[config.mk]
export PLATFORM = sky130hd
export DESIGN_NAME = rr_arbiter_4
export DESIGN_NICKNAME = d
export VERILOG_FILES = /design/src/rtl/rr_arbiter_4_pkg.sv /design/src/rtl/rr_arbiter_4_pick4.sv /design/src/rtl/rr_arbiter_4.sv
export SDC_FILE = /design/constraint.sdc
export NUM_CORES = 1
export LEC_CHECK = 0
export ABC_AREA = 1
export CORE_MARGIN = 3
export CORE_UTILIZATION = 52
export CTS_CLUSTER_DIAMETER = 30
export CTS_CLUSTER_SIZE = 12
export DETAILED_ROUTE_END_ITERATION = 8
export PLACE_DENSITY = 0.77
export SLEW_MARGIN = 15
export SYNTH_ARGS = -nofsm -noshare
export SYNTH_HDL_FRONTEND = slang
export SYNTH_SLANG_ARGS = --single-unit
[constraint.sdc]
create_clock -name clk -period 1.9 [get_ports clk]
set_input_delay 0.285 -clock clk [delete_from_list [all_inputs] [get_ports clk]]
set_output_delay 0.285 -clock clk [all_outputs]
set_load 0.005 [all_outputs]
[src/rtl/rr_arbiter_4_pkg.sv]
// Shared types and constants for the 4-way round-robin arbiter.
// State encoding, requester count and index width.
package rr_arbiter_4_pkg;

  localparam int N_REQ = 4;
  localparam int IDX_W = 2;

  typedef enum logic {
    IDLE  = 1'b0,
    GRANT = 1'b1
  } arb_state_e;

endpackage

[src/rtl/rr_arbiter_4_pick4.sv]
// Rotating first-one search for the round-robin arbiter.
// Rotates req by ptr, finds the lowest set bit, and un-rotates it.
module rr_pick4
  import rr_arbiter_4_pkg::*;
(
  input  logic [N_REQ-1:0] req,
  input  logic [IDX_W-1:0] ptr,
  output logic [N_REQ-1:0] win,
  output logic [IDX_W-1:0] win_idx
);

  logic [2*N_REQ-1:0] dbl;
  logic [N_REQ-1:0]   rot;
  logic [IDX_W-1:0]   off;

  // rotate so ptr lands at bit 0, then take the lowest set bit
  always_comb begin
    dbl = {req, req} >> ptr;
    rot = dbl[N_REQ-1:0];
    off = '0;
    for (int i = N_REQ - 1; i >= 0; i--) begin
      if (rot[i]) off = IDX_W'(i);
    end
    win_idx = off + ptr;
    win     = (|req) ? (N_REQ'(1) << win_idx) : '0;
  end

endmodule

[src/rtl/rr_arbiter_4.sv]
// Four-requester round-robin arbiter with registered one-hot grant.
// Grants are held until done, request drop, or timeout.
module rr_arbiter_4
  import rr_arbiter_4_pkg::*;
#(
  parameter int TIMEOUT = 16,
  parameter int CNT_W   = 5
) (
  input  logic             clk,
  input  logic             rst_n,
  input  logic [N_REQ-1:0] req,
  input  logic             done,
  output logic [N_REQ-1:0] gnt,
  output logic             gnt_valid,
  output logic [IDX_W-1:0] gnt_idx,
  output logic             timeout
);

  localparam logic [CNT_W-1:0] TO_LAST =
    (TIMEOUT == 0) ? '0 : CNT_W'(TIMEOUT - 1);

  arb_state_e       state_q, state_d;
  logic [IDX_W-1:0] ptr_q, ptr_d;
  logic [CNT_W-1:0] cnt_q, cnt_d;
  logic [N_REQ-1:0] gnt_q, gnt_d;
  logic [IDX_W-1:0] idx_q, idx_d;
  logic             valid_q, valid_d;
  logic             to_q, to_d;

  logic [N_REQ-1:0] win;
  logic [IDX_W-1:0] win_idx;
  logic             to_hit;
  logic             drop;
  logic             rel;

  rr_pick4 u_pick (
    .req     (req),
    .ptr     (ptr_q),
    .win     (win),
    .win_idx (win_idx)
  );

  assign to_hit = (TIMEOUT != 0) && (cnt_q == TO_LAST);
  assign drop   = !req[idx_q];
  assign rel    = done || drop || to_hit;

  // state and output registers, all cleared asynchronously
  always_ff @(posedge clk or negedge rst_n) begin
    if (!rst_n) begin
      state_q <= IDLE;
      ptr_q   <= '0;
      cnt_q   <= '0;
      gnt_q   <= '0;
      idx_q   <= '0;
      valid_q <= 1'b0;
      to_q    <= 1'b0;
    end else begin
      state_q <= state_d;
      ptr_q   <= ptr_d;
      cnt_q   <= cnt_d;
      gnt_q   <= gnt_d;
      idx_q   <= idx_d;
      valid_q <= valid_d;
      to_q    <= to_d;
    end
  end

  // next-state logic
  always_comb begin
    state_d = state_q;
    unique case (state_q)
      IDLE:    if (|req) state_d = GRANT;
      GRANT:   if (rel)  state_d = IDLE;
      default: state_d = IDLE;
    endcase
  end

  // next values for grant, pointer, counter and pulse
  always_comb begin
    ptr_d   = ptr_q;
    cnt_d   = cnt_q;
    gnt_d   = gnt_q;
    idx_d   = idx_q;
    valid_d = valid_q;
    to_d    = 1'b0;
    unique case (state_q)
      IDLE: begin
        cnt_d = '0;
        if (|req) begin
          gnt_d   = win;
          idx_d   = win_idx;
          valid_d = 1'b1;
        end
      end
      GRANT: begin
        if (rel) begin
          gnt_d   = '0;
          idx_d   = '0;
          valid_d = 1'b0;
          cnt_d   = '0;
          ptr_d   = idx_q + 1'b1;
          to_d    = to_hit && !done && !drop;
        end else if (cnt_q != '1) begin
          cnt_d = cnt_q + 1'b1;
        end
      end
      default: ;
    endcase
  end

  assign gnt       = gnt_q;
  assign gnt_valid = valid_q;
  assign gnt_idx   = idx_q;
  assign timeout   = to_q;

endmodule

==> summary.txt, run 1 <==
STA
  • Fin crit period: around 1.9 ns
  • Worst-Margin Slew: 0.2262 ns
  • Setup Viol. Count Final: 2
  • RSZ-0062 raised after global routing: yes
  • Final WS setup: -0.005606 ns
  • Number of failing hold endpoints at the final stage: 0
  • Final Cycle Share: 1.003
  • Layout Skew: 0.006579 ns
  • Max-slew violation count: 0
  • Max frequency: 524.8 MHz
  • Relative slew slack: 0.8492
  • Setup TNS: -0.007374 ns

Die
  • Starting density of the core: 0.5937
  • IO Count: 15
  • Die area: 2413 µm²
  • Die W: 49.13 µm
  • Cell row count: 14
  • Die H: 49.13 µm
  • Core area: 1629 µm²

Setup path
  • Largest fanout on the critical path: 6
  • CP cell instances: inv_2 > nand2_1 > nand3_1 > nand2_2 > nand3_2 > a21boi_2 > ha_2 > xor2_2 > buf_4 > nand2_4 > nand2_4 > nand3_2 > nand2_1
  • Setup crit start kind: flip-flop
  • Crit path max-delay cell type: dfrtp_2
  • CP required: 2.13 ns
  • CP endpoint kind: flip-flop
  • Critical path arrival: 2.14 ns
  • Register-to-register setup slack: -0.006 ns
  • WS Path Type: flip-flop to flip-flop
  • CP max stage delay: 0.45 ns

Placed design
  • Pre-CTS setup slack: -0.1987 ns
  • Routability Congestion: roughly 0.83
  • IO Port Bufs: 14
  • Hpwl dp: 1.600 mm

Route
  • Routed wire length: roughly 2.4 mm
  • First-pass DRT Iterations: 4
  • Via/cell ratio: 5.341
  • Detailed Route Iter0 Violations: 10
  • DR DRC count: 0
  • Via count: around 900
  • Remaining antenna violation count: 0
  • DR WL/cell: 13.84 µm

Global routing
  • GRT Total Usage: 0.1937
  • Pin count of the biggest net entering global routing: 17
  • Vias in the first global route: 822
  • Initial antenna violation count: 0
  • Global-route wire length before repair: 3.519 mm
  • Remaining Overflow, GRT: 0

Yosys
  • Yosys top cell area share: 0.4140
  • YS warnings: 0
  • Asr flop ratio synth: 1.000
  • Leading area contributor after synthesis: dfrtp_1
  • Post-synthesis sequential area ratio: 0.4140
  • Commonest cells post-synth: 28 x nand2_1, 16 x dfrtp_1, 15 x nand3_1
  • Syn Nets: 130
  • Mapped Cells: 119
  • Mapped cell area: 967.2 µm²
  • Most frequent cell after synthesis: nand2_1
  • Dominant cells by area after synthesis: dfrtp_1 41%, nand2_1 11%, nand3_1 7.8%, ha_1 5.2%, nand2_2 4.5%
  • Syn_area_per_cell: 8.128 µm²
  • Main flop type after synthesis: dfrtp_1
  • Synth unique cells: 23
  • Yosys reg bits: 16
  • Post-synth EDFFs: 0

Clock network
  • Clk buf depth: 2
  • Clk_lat worst skew: about 0.29 ns
  • Clk root buf: clkbuf_4
  • Clock sink count: 16
  • H-tree levels: 1
  • CTS tree: built
  • Total CTS buffers: 3
  • Clock-pin slew on the worst setup and hold paths: 0.09 ns

Outcome
  • Status: complete, but fails checks
  • Failing checks: setup timing

Final layout
  • Share of layout cells above drive strength 1: 0.3624
  • Diode count: 0
  • Area of the multi-input gates: 560.5 µm²
  • Layout Utilization: 0.8072
  • Register Area: 402.9 µm²
  • Area grow syn2layout: 35.96%
  • Filler Cells Inserted: roughly 110
  • Nets: approximately 160

Hold path
  • Hold/Removal Path Class: input pin to async pin

Flow run
  • Max-cap viol count: 0

Power
  • Peak supply drop: 0.9837 mV
  • Power density cells: around 1600 nW/µm²
  • Pleak: ~0.64 nW
==> registers in the layout, indices dropped and copies added (netlist names) <==
| name | flops |
|---|---|
| gnt_valid | 1 |
| state_q | 1 |
| gnt | 4 |
| gnt_idx | 2 |
| ptr_q | 2 |
| timeout | 1 |
| cnt_q | 5 |
==> placed cells by master, fill, tap and decap left out, types with 2 or more instances in the layout <==
cell type	Yosys	final
nand2_1	28	22
dfrtp_1	16	14
clkdlybuf4s50_1	0	14
buf_4	0	14
nand2_2	7	12
nor2_1	11	11
nand3_1	15	10
inv_1	10	9
nand3_2	3	8
inv_2	3	4
o21ai_1	4	4
nand2_4	2	3
ha_1	4	3
clkbuf_4	0	3
o21ai_2	2	2
xor2_1	3	2
a21oi_1	2	2
dfrtp_2	0	2
==> through the flow <==
stage,power (mW),hold WS [ns],instances,area (µm²)
after detailed placement,1.660,0.4757,166,1201
after global placement,1.619,0.4570,166,1201
after CTS,1.857,0.2951,169,1225
final,2.098,0.3032,173,1315
after floorplan,1.291,-0.01059,119,967.2
after global routing,2.262,0.3218,173,1315
==> layout make-up <==
class                           instances  area share
Clock buffer                            3     0.01713
Inverter                               14     0.04091
Multi-Input combinational cell         88      0.4263
Sequential cell                        16      0.3064
Tap cell                               24     0.02284
Timing Repair Buffer                   28      0.1865
==> logic make-up (layout without fill, tap and decap cells) <==
group                    count (synthesis)  in the layout  share of synthesized area
AND/OR/NAND/NOR                         69             69                     0.3532
flip-flops                              16             16                     0.4140
buffers and inverters                   15             45                    0.06727
AO/OA/AOI/OAI                           11             11                    0.07763
adder cells (fa/ha/maj)                  4              4                    0.05175
XOR/XNOR                                 4              4                    0.03623
==> power breakdown <==
part           switching (mW)  internal, mW  leakage, nW  total [mW]
registers               0.114         0.445        0.206       0.559
logic                   0.749         0.614        0.421        1.36
clock network           0.102        0.0739       0.0138       0.176
==> metal layers <==
layer | routed length, µm | GRT usage | vias up
met3 | 115 | 0.06422 | 6
met4 | 68 | 0.1137 | 0
li1 | - | - | 446
met5 | 0 | 0 | -
met2 | 1071 | 0.2857 | 30
met1 | 1140 | 0.2442 | 442
==> path summary, 6_finish.rpt <==
kind / start / end / cells after the start
setup / recovery: ptr_q[0]$_DFFE_PN0P_ / gnt[3]$_DFFE_PN0P_ / 13
hold / removal: rst_n / timeout$_DFF_PN0_ / 2
setup reg to reg: ptr_q[0]$_DFFE_PN0P_ / gnt[3]$_DFFE_PN0P_ / 13
hold reg to reg: gnt_valid$_DFFE_PN0P_ / gnt_valid$_DFFE_PN0P_ / 2
max in group asynchronous: rst_n / ptr_q[0]$_DFFE_PN0P_ / 2
min in group clk: gnt_valid$_DFFE_PN0P_ / gnt_valid$_DFFE_PN0P_ / 2
==> repair_timing <==
action	in CTS	in global routing
hold endpoints to repair	0	0
resized for setup	1	18
setup buffers	0	4
setup endpoints to repair	3	5
pin swaps	0	6
hold buffers	0	0
==> critical path: cells and delay by family (launching register included) <==
family / cells / cell delay (ns)
AO/OA/AOI/OAI: 1 / 0.17
buffers and inverters: 2 / 0.22
XOR/XNOR: 1 / 0.15
AND/OR/NAND/NOR: 8 / 0.63
flip-flops: 1 / 0.45
adder cells (fa/ha/maj): 1 / 0.22
Note: power is estimated with default switching activity, not from simulation.
==> inputs of run 2 (changes only) <==
--- a/config.mk
+++ b/config.mk
@@ -7,11 +7,12 @@
 export LEC_CHECK = 0
 export ABC_AREA = 1
 export CORE_MARGIN = 3
-export CORE_UTILIZATION = 52
+export CORE_UTILIZATION = 47
 export CTS_CLUSTER_DIAMETER = 30
 export CTS_CLUSTER_SIZE = 12
 export DETAILED_ROUTE_END_ITERATION = 8
-export PLACE_DENSITY = 0.77
+export PLACE_DENSITY = 0.76
+export RECOVER_POWER = 25
 export SLEW_MARGIN = 15
 export SYNTH_ARGS = -nofsm -noshare
 export SYNTH_HDL_FRONTEND = slang
==> constraint.sdc (replaced) <==
create_clock -name clk -period 1.68 [get_ports clk]
set_input_delay 0.252 -clock clk [delete_from_list [all_inputs] [get_ports clk]]
set_output_delay 0.252 -clock clk [all_outputs]
set_load 0.005 [all_outputs]
==> run 2 against run 1 <==
  * The flow still finishes with violations (setup timing)
  * Total power grew 19%
  * Sequential share of layout area shrank 1.5 points
  * Die area grew 9.3%
==> summary.txt, run 2 (synthesis results as in run 1) <==
Outcome
  • Status: complete, but fails checks
  • Failing checks: setup timing

Global routing
  • Routing usage on met2: 0.3411 (+0.05539)
  • Initial antenna violation count: 0 (unchanged)
  • Met3 Use GR: 0.06706 (+0.002835)
  • GR Util met1: 0.2634 (+0.01917)
  • Vias in the first global route: 914 (+11%)
  • GRT Total Usage: 0.2081 (+0.01445)
  • Most crowded layer after global routing: met2
  • Global-route wire length before repair: 4.105 mm (+17%)
  • Pin count of the biggest net entering global routing: 17 (unchanged)
  • Remaining Overflow, GRT: 0 (unchanged)

Power
  • Final Power: 2.490 mW (+19%)
  • Switching power total: 1.108 mW (+15%)
  • Pleak: 0.6656 nW (+3.8%)
  • Clock power share: 0.102 (+0.018)
  • Power density cells: 1798 nW/µm² (+13%)
  • Peak supply drop: 1.307 mV (+33%)
  • Comb power frac: 0.642 (-0.008)
  • Reg power frac: 0.256 (-0.010)
  • Internal power: 1.382 mW (+22%)
  • Switching Share: 0.4450 (-0.01518)

Placed design
  • Dpl cell area: 1222 µm² (+1.8%)
  • Hpwl dp: 1.521 mm (-4.9%)
  • Routability Congestion: 0.8097 (-2.8%)
  • Pre-CTS setup slack: -0.3679 ns (-0.1692 ns)
  • IO Port Bufs: 14 (unchanged)

STA
  • Relative slew slack: 0.4253 (-0.4239)
  • RSZ-0062 raised after global routing: yes
  • Number of failing hold endpoints at the final stage: 0 (unchanged)
  • Worst-Margin Slew: 0.8620 ns (+0.6359 ns)
  • Setup Viol. Count Final: 5 (+3)
  • Max frequency: 552.8 MHz (+5.3%)
  • Setup TNS: -0.4997 ns (-0.4923 ns)
  • Layout Skew: 0.003231 ns (-0.003348 ns)
  • Final Cycle Share: 1.077 (+0.07381)
  • Fin crit period: 1.809 ns (-0.09664 ns)
  • Max-slew violation count: 0 (unchanged)
  • Final WS setup: -0.1290 ns (-0.1234 ns)

Route
  • First-pass DRT Iterations: 4 (unchanged)
  • DR DRC count: 0 (unchanged)
  • Via/cell ratio: 5.156 (-3.5%)
  • Via count: 923 (-0.11%)
  • Routed wire length: 2.416 mm (+0.88%)
  • DR WL/cell: 13.50 µm (-2.5%)
  • Remaining antenna violation count: 0 (unchanged)
  • Detailed Route Iter0 Violations: 24 (+14)

Final layout
  • Nets: 166 (+2.5%)
  • Layout Utilization: 0.7531 (-0.05416)
  • Largest Register: cnt_q
  • Area grow syn2layout: 43.21%
  • Share of layout cells above drive strength 1: 0.4351 (+0.07265)
  • Commonest non-fill, non-tap cell in the layout: nand2_1
  • Post-route cell area: 1385 µm² (+5.3%)
  • Commonest cells after routing, fill and taps aside: 20 x nand2_1, 17 x buf_4, 15 x nand2_2, 14 x dfrtp_1, 13 x clkdlybuf4s50_1
  • Diode count: 0 (unchanged)
  • Number of flip-flops in the largest register: 5 (unchanged)

Setup path
  • Path depth of the worst reg2reg path: 14 (+1)
  • Crit path max-delay cell type: dfrtp_2
  • CP max stage delay: 0.48 ns (+0.03 ns)
  • Most frequent CP cell: nand2_2
  • Setup crit start kind: flip-flop
  • CP cell instances: inv_4 > nand2_2 > nand3_2 > nand2_2 > buf_4 > buf_4 > buf_4 > buf_4 > nand2_2 > nand2_2 > nand2_2 > nand2_4 > nand3_2 > nand2_1
  • WS Path Type: flip-flop to flip-flop
  • CP endpoint kind: flip-flop
  • Reg2reg start: ptr_q[0]$_DFFE_PN0P_
  • RR Endpoint: gnt[3]$_DFFE_PN0P_
  • CP required: 1.86 ns (-0.27 ns)
  • Critical path arrival: 1.99 ns (-0.15 ns)
  • Largest fanout on the critical path: 6 (unchanged)
  • Register-to-register setup slack: -0.13 ns (-0.12 ns)

Flow run
  • Max-cap viol count: 0 (unchanged)

Die
  • Cell row count: 15 (+1)
  • Die W: 51.37 µm (+4.6%)
  • Core area: 1839 µm² (+13%)
  • Die area: 2638 µm² (+9.3%)
  • IO Count: 15 (unchanged)
  • Starting density of the core: 0.5259 (-0.06785)
  • Die H: 51.37 µm (+4.6%)

Hold path
  • Min-Delay Path Depth: 2
  • Hold/Removal Path Class: flip-flop to flip-flop
  • Hold path start: gnt_valid$_DFFE_PN0P_
  • Hold worst-path end: gnt_valid$_DFFE_PN0P_

Clock network
  • Total CTS buffers: 3 (unchanged)
  • Clk buf depth: 2 (unchanged)
  • H-tree levels: 1 (unchanged)
  • Clk root buf: clkbuf_4
  • Clk_lat worst skew: 0.29 ns (about the same)
  • Clock-pin slew on the worst setup and hold paths: 0.09 ns (about the same)
  • CTS tree: built
  • Cts hold-fix bufs: 0 (unchanged)
  • Clock sink count: 16 (unchanged)
-- run 2: cell types whose count changed in the layout (fill, tap and decap cells not counted), sizes merged --
cell / delta
buf: +3
clkbuf: +2
clkdlybuf4s50: -1
dlygate4sd3: +1
-- run 2: final cells by class --
cell class,instances,area (µm²)
Clock buffer,4,36.28
Fill cell,140,454.2
Inverter,14,56.30
Multi-Input combinational cell,88,586.8
Sequential cell,16,402.9
Tap cell,25,31.28
Timing Repair Buffer,32,271.5
-- run 2: power groups by stage --
stage | combinational [mW] | clock, mW | sequential [mW]
2_1_floorplan | 0.903 | 0 | 0.607
3_3_place_gp | 1.27 | 0 | 0.626
3_5_place_dp | 1.30 | 0 | 0.632
4_1_cts | 1.44 | 0.259 | 0.642
5_1_grt | 1.77 | 0.273 | 0.656
6_report | 1.60 | 0.255 | 0.636
-- run 2: critical path, delay by kind of cell (launching register included) --
family,cells,cell delay (ns)
buffers and inverters,5,0.60
and+or+nand+nor,9,0.62
DFF,1,0.48
-- run 2: what timing repair did --
| item | CTS | global route |
|---|---|---|
| setup endpoints to repair | 5 | 9 |
| gates resized for setup | 16 | 8 |
| pin swaps | 9 | 3 |
| setup buffers | 3 | 4 |
-- run 2: per-stage QoR --
step / hold slack (ns) / cells
final: 0.4857 / 179
after global routing: 0.5345 / 179
after CTS: 0.2850 / 175
after detailed placement: 0.4645 / 168
after global placement: 0.4607 / 168
after floorplan: -0.04359 / 119
-- run 2: how the worst max path moves through the flow --
| stage | start | slack (ns) | endpoint | depth (start not counted) |
|---|---|---|---|---|
| final | ptr_q[0]$_DFFE_PN0P_ | -0.13 | gnt[3]$_DFFE_PN0P_ | 14 |
| after CTS | ptr_q[0]$_DFFE_PN0P_ | -0.12 | gnt[3]$_DFFE_PN0P_ | 13 |
| after floorplan | ptr_q[0]$_DFFE_PN0P_ | -0.003 | gnt_idx[1]$_DFFE_PN0P_ | 13 |
| after global placement | req[3] | -0.32 | gnt[2]$_DFFE_PN0P_ | 13 |
| after detailed placement | req[1] | -0.37 | gnt[3]$_DFFE_PN0P_ | 13 |
| after global routing | ptr_q[0]$_DFFE_PN0P_ | -0.22 | gnt[3]$_DFFE_PN0P_ | 12 |
-- run 2: routing by layer --
layer	vias to the layer above	share of wire
met2	25	0.50
met4	0	0.0050
met5	-	0
met1	444	0.43
li1	452	-
met3	2	0.069
==> inputs of run 3 (changes only) <==
--- a/config.mk
+++ b/config.mk
@@ -7,11 +7,12 @@
 export LEC_CHECK = 0
 export ABC_AREA = 1
 export CORE_MARGIN = 3
-export CORE_UTILIZATION = 47
+export CORE_UTILIZATION = 54
 export CTS_CLUSTER_DIAMETER = 30
 export CTS_CLUSTER_SIZE = 12
 export DETAILED_ROUTE_END_ITERATION = 8
-export PLACE_DENSITY = 0.76
+export DONT_BUFFER_PORTS = 1
+export PLACE_DENSITY = 0.74
 export RECOVER_POWER = 25
 export SLEW_MARGIN = 15
 export SYNTH_ARGS = -nofsm -noshare
==> run 3 against run 2 <==
  * The run still ends with setup timing left
  * Critical path depth shrank 2
  * Sequential share of layout area grew 3.4 points
  * Clock skew grew 0.0055 ns
  * Total power shrank 2.0%
  * Routed wire length grew 3.4%
  * Cell area shrank 10%
  * Sequential power grew 2%
  * Clock power is essentially flat
  * Final cell count shrank 11%
  * Register-to-register slack lost 0.04 ns
  * Setup slack lost 0.040 ns
==> summary.txt, run 3 (synthesis results as in run 1) <==
Hold path
  • Hold path start: done
  • Hold worst-path end: timeout$_DFF_PN0_
  • Min-Delay Path Depth: 3 (+1)
  • Hold/Removal Path Class: input pin to flip-flop

Outcome
  • Failing checks: setup timing
  • Status: complete, but fails checks

Setup path
  • Setup crit start kind: flip-flop
  • Most frequent CP cell: nand2_2
  • Critical path arrival: 2.08 ns (+0.09 ns)
  • Register-to-register setup slack: -0.17 ns (-0.04 ns)
  • CP cell instances: inv_4 > nand2_2 > nand3_1 > nand2_2 > a21boi_2 > ha_2 > xor2_2 > buf_4 > nand2_4 > nand2_4 > nand2_2 > o21ai_2
  • Crit path max-delay cell type: dfrtp_2
  • Reg2reg start: ptr_q[0]$_DFFE_PN0P_
  • Largest fanout on the critical path: 5 (-1)
  • CP endpoint kind: flip-flop
  • CP required: 1.91 ns (+0.05 ns)
  • WS Path Type: flip-flop to flip-flop
  • Path depth of the worst reg2reg path: 12 (-2)
  • RR Endpoint: gnt_idx[1]$_DFFE_PN0P_
  • CP max stage delay: 0.47 ns (about the same)

Power
  • Pleak: 0.6087 nW (-8.5%)
  • Internal power: 1.295 mW (-6.3%)
  • Switching Share: 0.4691 (+0.02412)
  • Power density cells: 1967 nW/µm² (+9.4%)
  • Reg power frac: 0.266 (+0.010)
  • Clock power share: 0.106 (+0.004)
  • Peak supply drop: 1.510 mV (+16%)
  • Comb power frac: 0.628 (-0.014)
  • Final Power: 2.439 mW (-2.0%)
  • Switching power total: 1.144 mW (+3.3%)

Placed design
  • Routability Congestion: 0.9024 (+11%)
  • Hpwl dp: 1.534 mm (+0.83%)
  • Dpl cell area: 1036 µm² (-15%)
  • IO Port Bufs: 0 (-14)

Clock network
  • CTS tree: built
  • Clk buf depth: 2 (unchanged)
  • Total CTS buffers: 3 (unchanged)
  • Clock sink count: 16 (unchanged)
  • Clk root buf: clkbuf_4
  • H-tree levels: 1 (unchanged)
  • Clk_lat worst skew: 0.29 ns (about the same)
  • Clock-pin slew on the worst setup and hold paths: 0.10 ns (about the same)

STA
  • Worst hold slack: 0.1488 ns (-0.3369 ns)
  • Worst-Margin Slew: 0.7479 ns (-0.1142 ns)
  • Final WS setup: -0.1694 ns (-0.04048 ns)
  • Max frequency: 540.7 MHz (-2.2%)
  • Max-slew violation count: 0 (unchanged)
  • Relative slew slack: 0.4998 (+0.07446)
  • Number of failing hold endpoints at the final stage: 0 (unchanged)
  • Setup Viol. Count Final: 5 (unchanged)
  • Layout Skew: 0.008766 ns (+0.005536 ns)
  • Fin crit period: 1.849 ns (+0.04048 ns)
  • RSZ-0062 raised after global routing: yes
  • Final Cycle Share: 1.101 (+0.02410)

Die
  • Die H: 48.32 µm (-5.9%)
  • Die area: 2335 µm² (-12%)
  • Starting density of the core: 0.6068 (+0.08090)
  • Cell row count: 14 (-1)
  • Core area: 1594 µm² (-13%)
  • IO Count: 15 (unchanged)
  • Die W: 48.32 µm (-5.9%)

Final layout
  • Share of layout cells above drive strength 1: 0.4779 (+0.04288)
  • Filler Cells Inserted: 114 (-19%)
  • Number of flip-flops in the largest register: 5 (unchanged)
  • Commonest cells after routing, fill and taps aside: 18 x nand2_1, 15 x nand2_2, 14 x dfrtp_1, 12 x buf_4, 11 x nand3_2
  • Commonest non-fill, non-tap cell in the layout: nand2_1
  • Post-route cell area: 1240 µm² (-10%)
  • Area grow syn2layout: 28.20%
  • Layout Utilization: 0.7779 (+0.02480)
  • Nets: 148 (-11%)
  • Diode count: 0 (unchanged)
  • Largest Register: cnt_q

Flow run
  • Max-cap viol count: 0 (unchanged)

Route
  • Via/cell ratio: 5.494 (+6.5%)
  • DR WL/cell: 15.61 µm (+16%)
  • Remaining antenna violation count: 0 (unchanged)
  • DR DRC count: 0 (unchanged)
  • Via count: 879 (-4.8%)
  • Routed wire length: 2.498 mm (+3.4%)
  • Detailed Route Iter0 Violations: 22 (-8.3%)
  • First-pass DRT Iterations: 4 (unchanged)

Global routing
  • Remaining Overflow, GRT: 0 (unchanged)
  • Global-route wire length before repair: 4.029 mm (-1.9%)
  • Pin count of the biggest net entering global routing: 17 (unchanged)
  • Vias in the first global route: 897 (-1.9%)
  • Initial antenna violation count: 0 (unchanged)
  • GRT Total Usage: 0.2192 (+0.01112)
## run 3: cell types whose count changed in the layout (fill, tap and decap cells not counted), moves of 2 or more
cell | before | now
buf_4 | 17 | 12
nand2_1 | 20 | 18
clkdlybuf4s50_1 | 13 | 0
nand2_4 | 2 | 5
## run 3: final cells by class
class / instances / area (µm²) / area share
repair buffers: 13 / 100.1 / 0.08073
well taps: 24 / 30.03 / 0.02422
inverters: 14 / 56.30 / 0.04541
multi-input cells: 89 / 614.3 / 0.4955
flip-flops and latches: 16 / 402.9 / 0.3249
clock buffers: 4 / 36.28 / 0.02926
## run 3: layer usage
metal	vias to the layer above	track usage	share of wire
met5	-	0	0
met4	0	0.08057	0.025
met3	9	0.05828	0.087
met2	39	0.3647	0.48
met1	409	0.2738	0.40
li1	422	-	-
## run 3: metrics by stage
step | instances | setup slack (ns) | setup TNS (ns)
2_1_floorplan | 119 | -0.002679 | -0.002679
3_3_place_gp | 147 | -0.09271 | -0.2759
3_5_place_dp | 147 | -0.1492 | -0.5797
4_1_cts | 155 | -0.1289 | -0.5041
5_1_grt | 160 | -0.2855 | -1.325
6_report | 160 | -0.1694 | -0.7513
## run 3: what timing repair did
item	CTS	global route
hold endpoints to repair	16	0
endpoints found under the setup margin	5	12
buffers inserted	3	4
hold buffers	1	0
resized for setup	6	23
gates cloned	0	1
pin swaps	6	1
## run 3: worst max-delay path by stage
stage                                     from                      to  slack [ns]  cells past startpoint
after floorplan           ptr_q[0]$_DFFE_PN0P_  gnt_idx[1]$_DFFE_PN0P_      -0.003                     13
after global placement    ptr_q[0]$_DFFE_PN0P_  gnt_idx[1]$_DFFE_PN0P_       -0.09                     13
after detailed placement  ptr_q[0]$_DFFE_PN0P_  gnt_idx[1]$_DFFE_PN0P_       -0.15                     13
after CTS                 ptr_q[0]$_DFFE_PN0P_  gnt_idx[1]$_DFFE_PN0P_       -0.13                     13
after global routing      ptr_q[0]$_DFFE_PN0P_      gnt[3]$_DFFE_PN0P_       -0.29                     12
final                     ptr_q[0]$_DFFE_PN0P_  gnt_idx[1]$_DFFE_PN0P_       -0.17                     12
## run 3: critical path, delay by kind of cell, from the launching register on
kind	cells	cell delay (ns)
adder cells (fa/ha/maj)	1	0.20
AND/OR/NAND/NOR	6	0.45
XOR/XNOR	1	0.18
buffers and inverters	2	0.27
flip-flops	1	0.47
AO/OA/AOI/OAI	2	0.20
## run 3: power groups by stage
stage	combinational [mW]	clock [mW]	sequential, mW
after CTS	1.26	0.263	0.639
after global placement	1.09	0	0.638
final	1.53	0.257	0.649
after detailed placement	1.14	0	0.643
after global routing	1.69	0.282	0.662
after floorplan	0.903	0	0.607
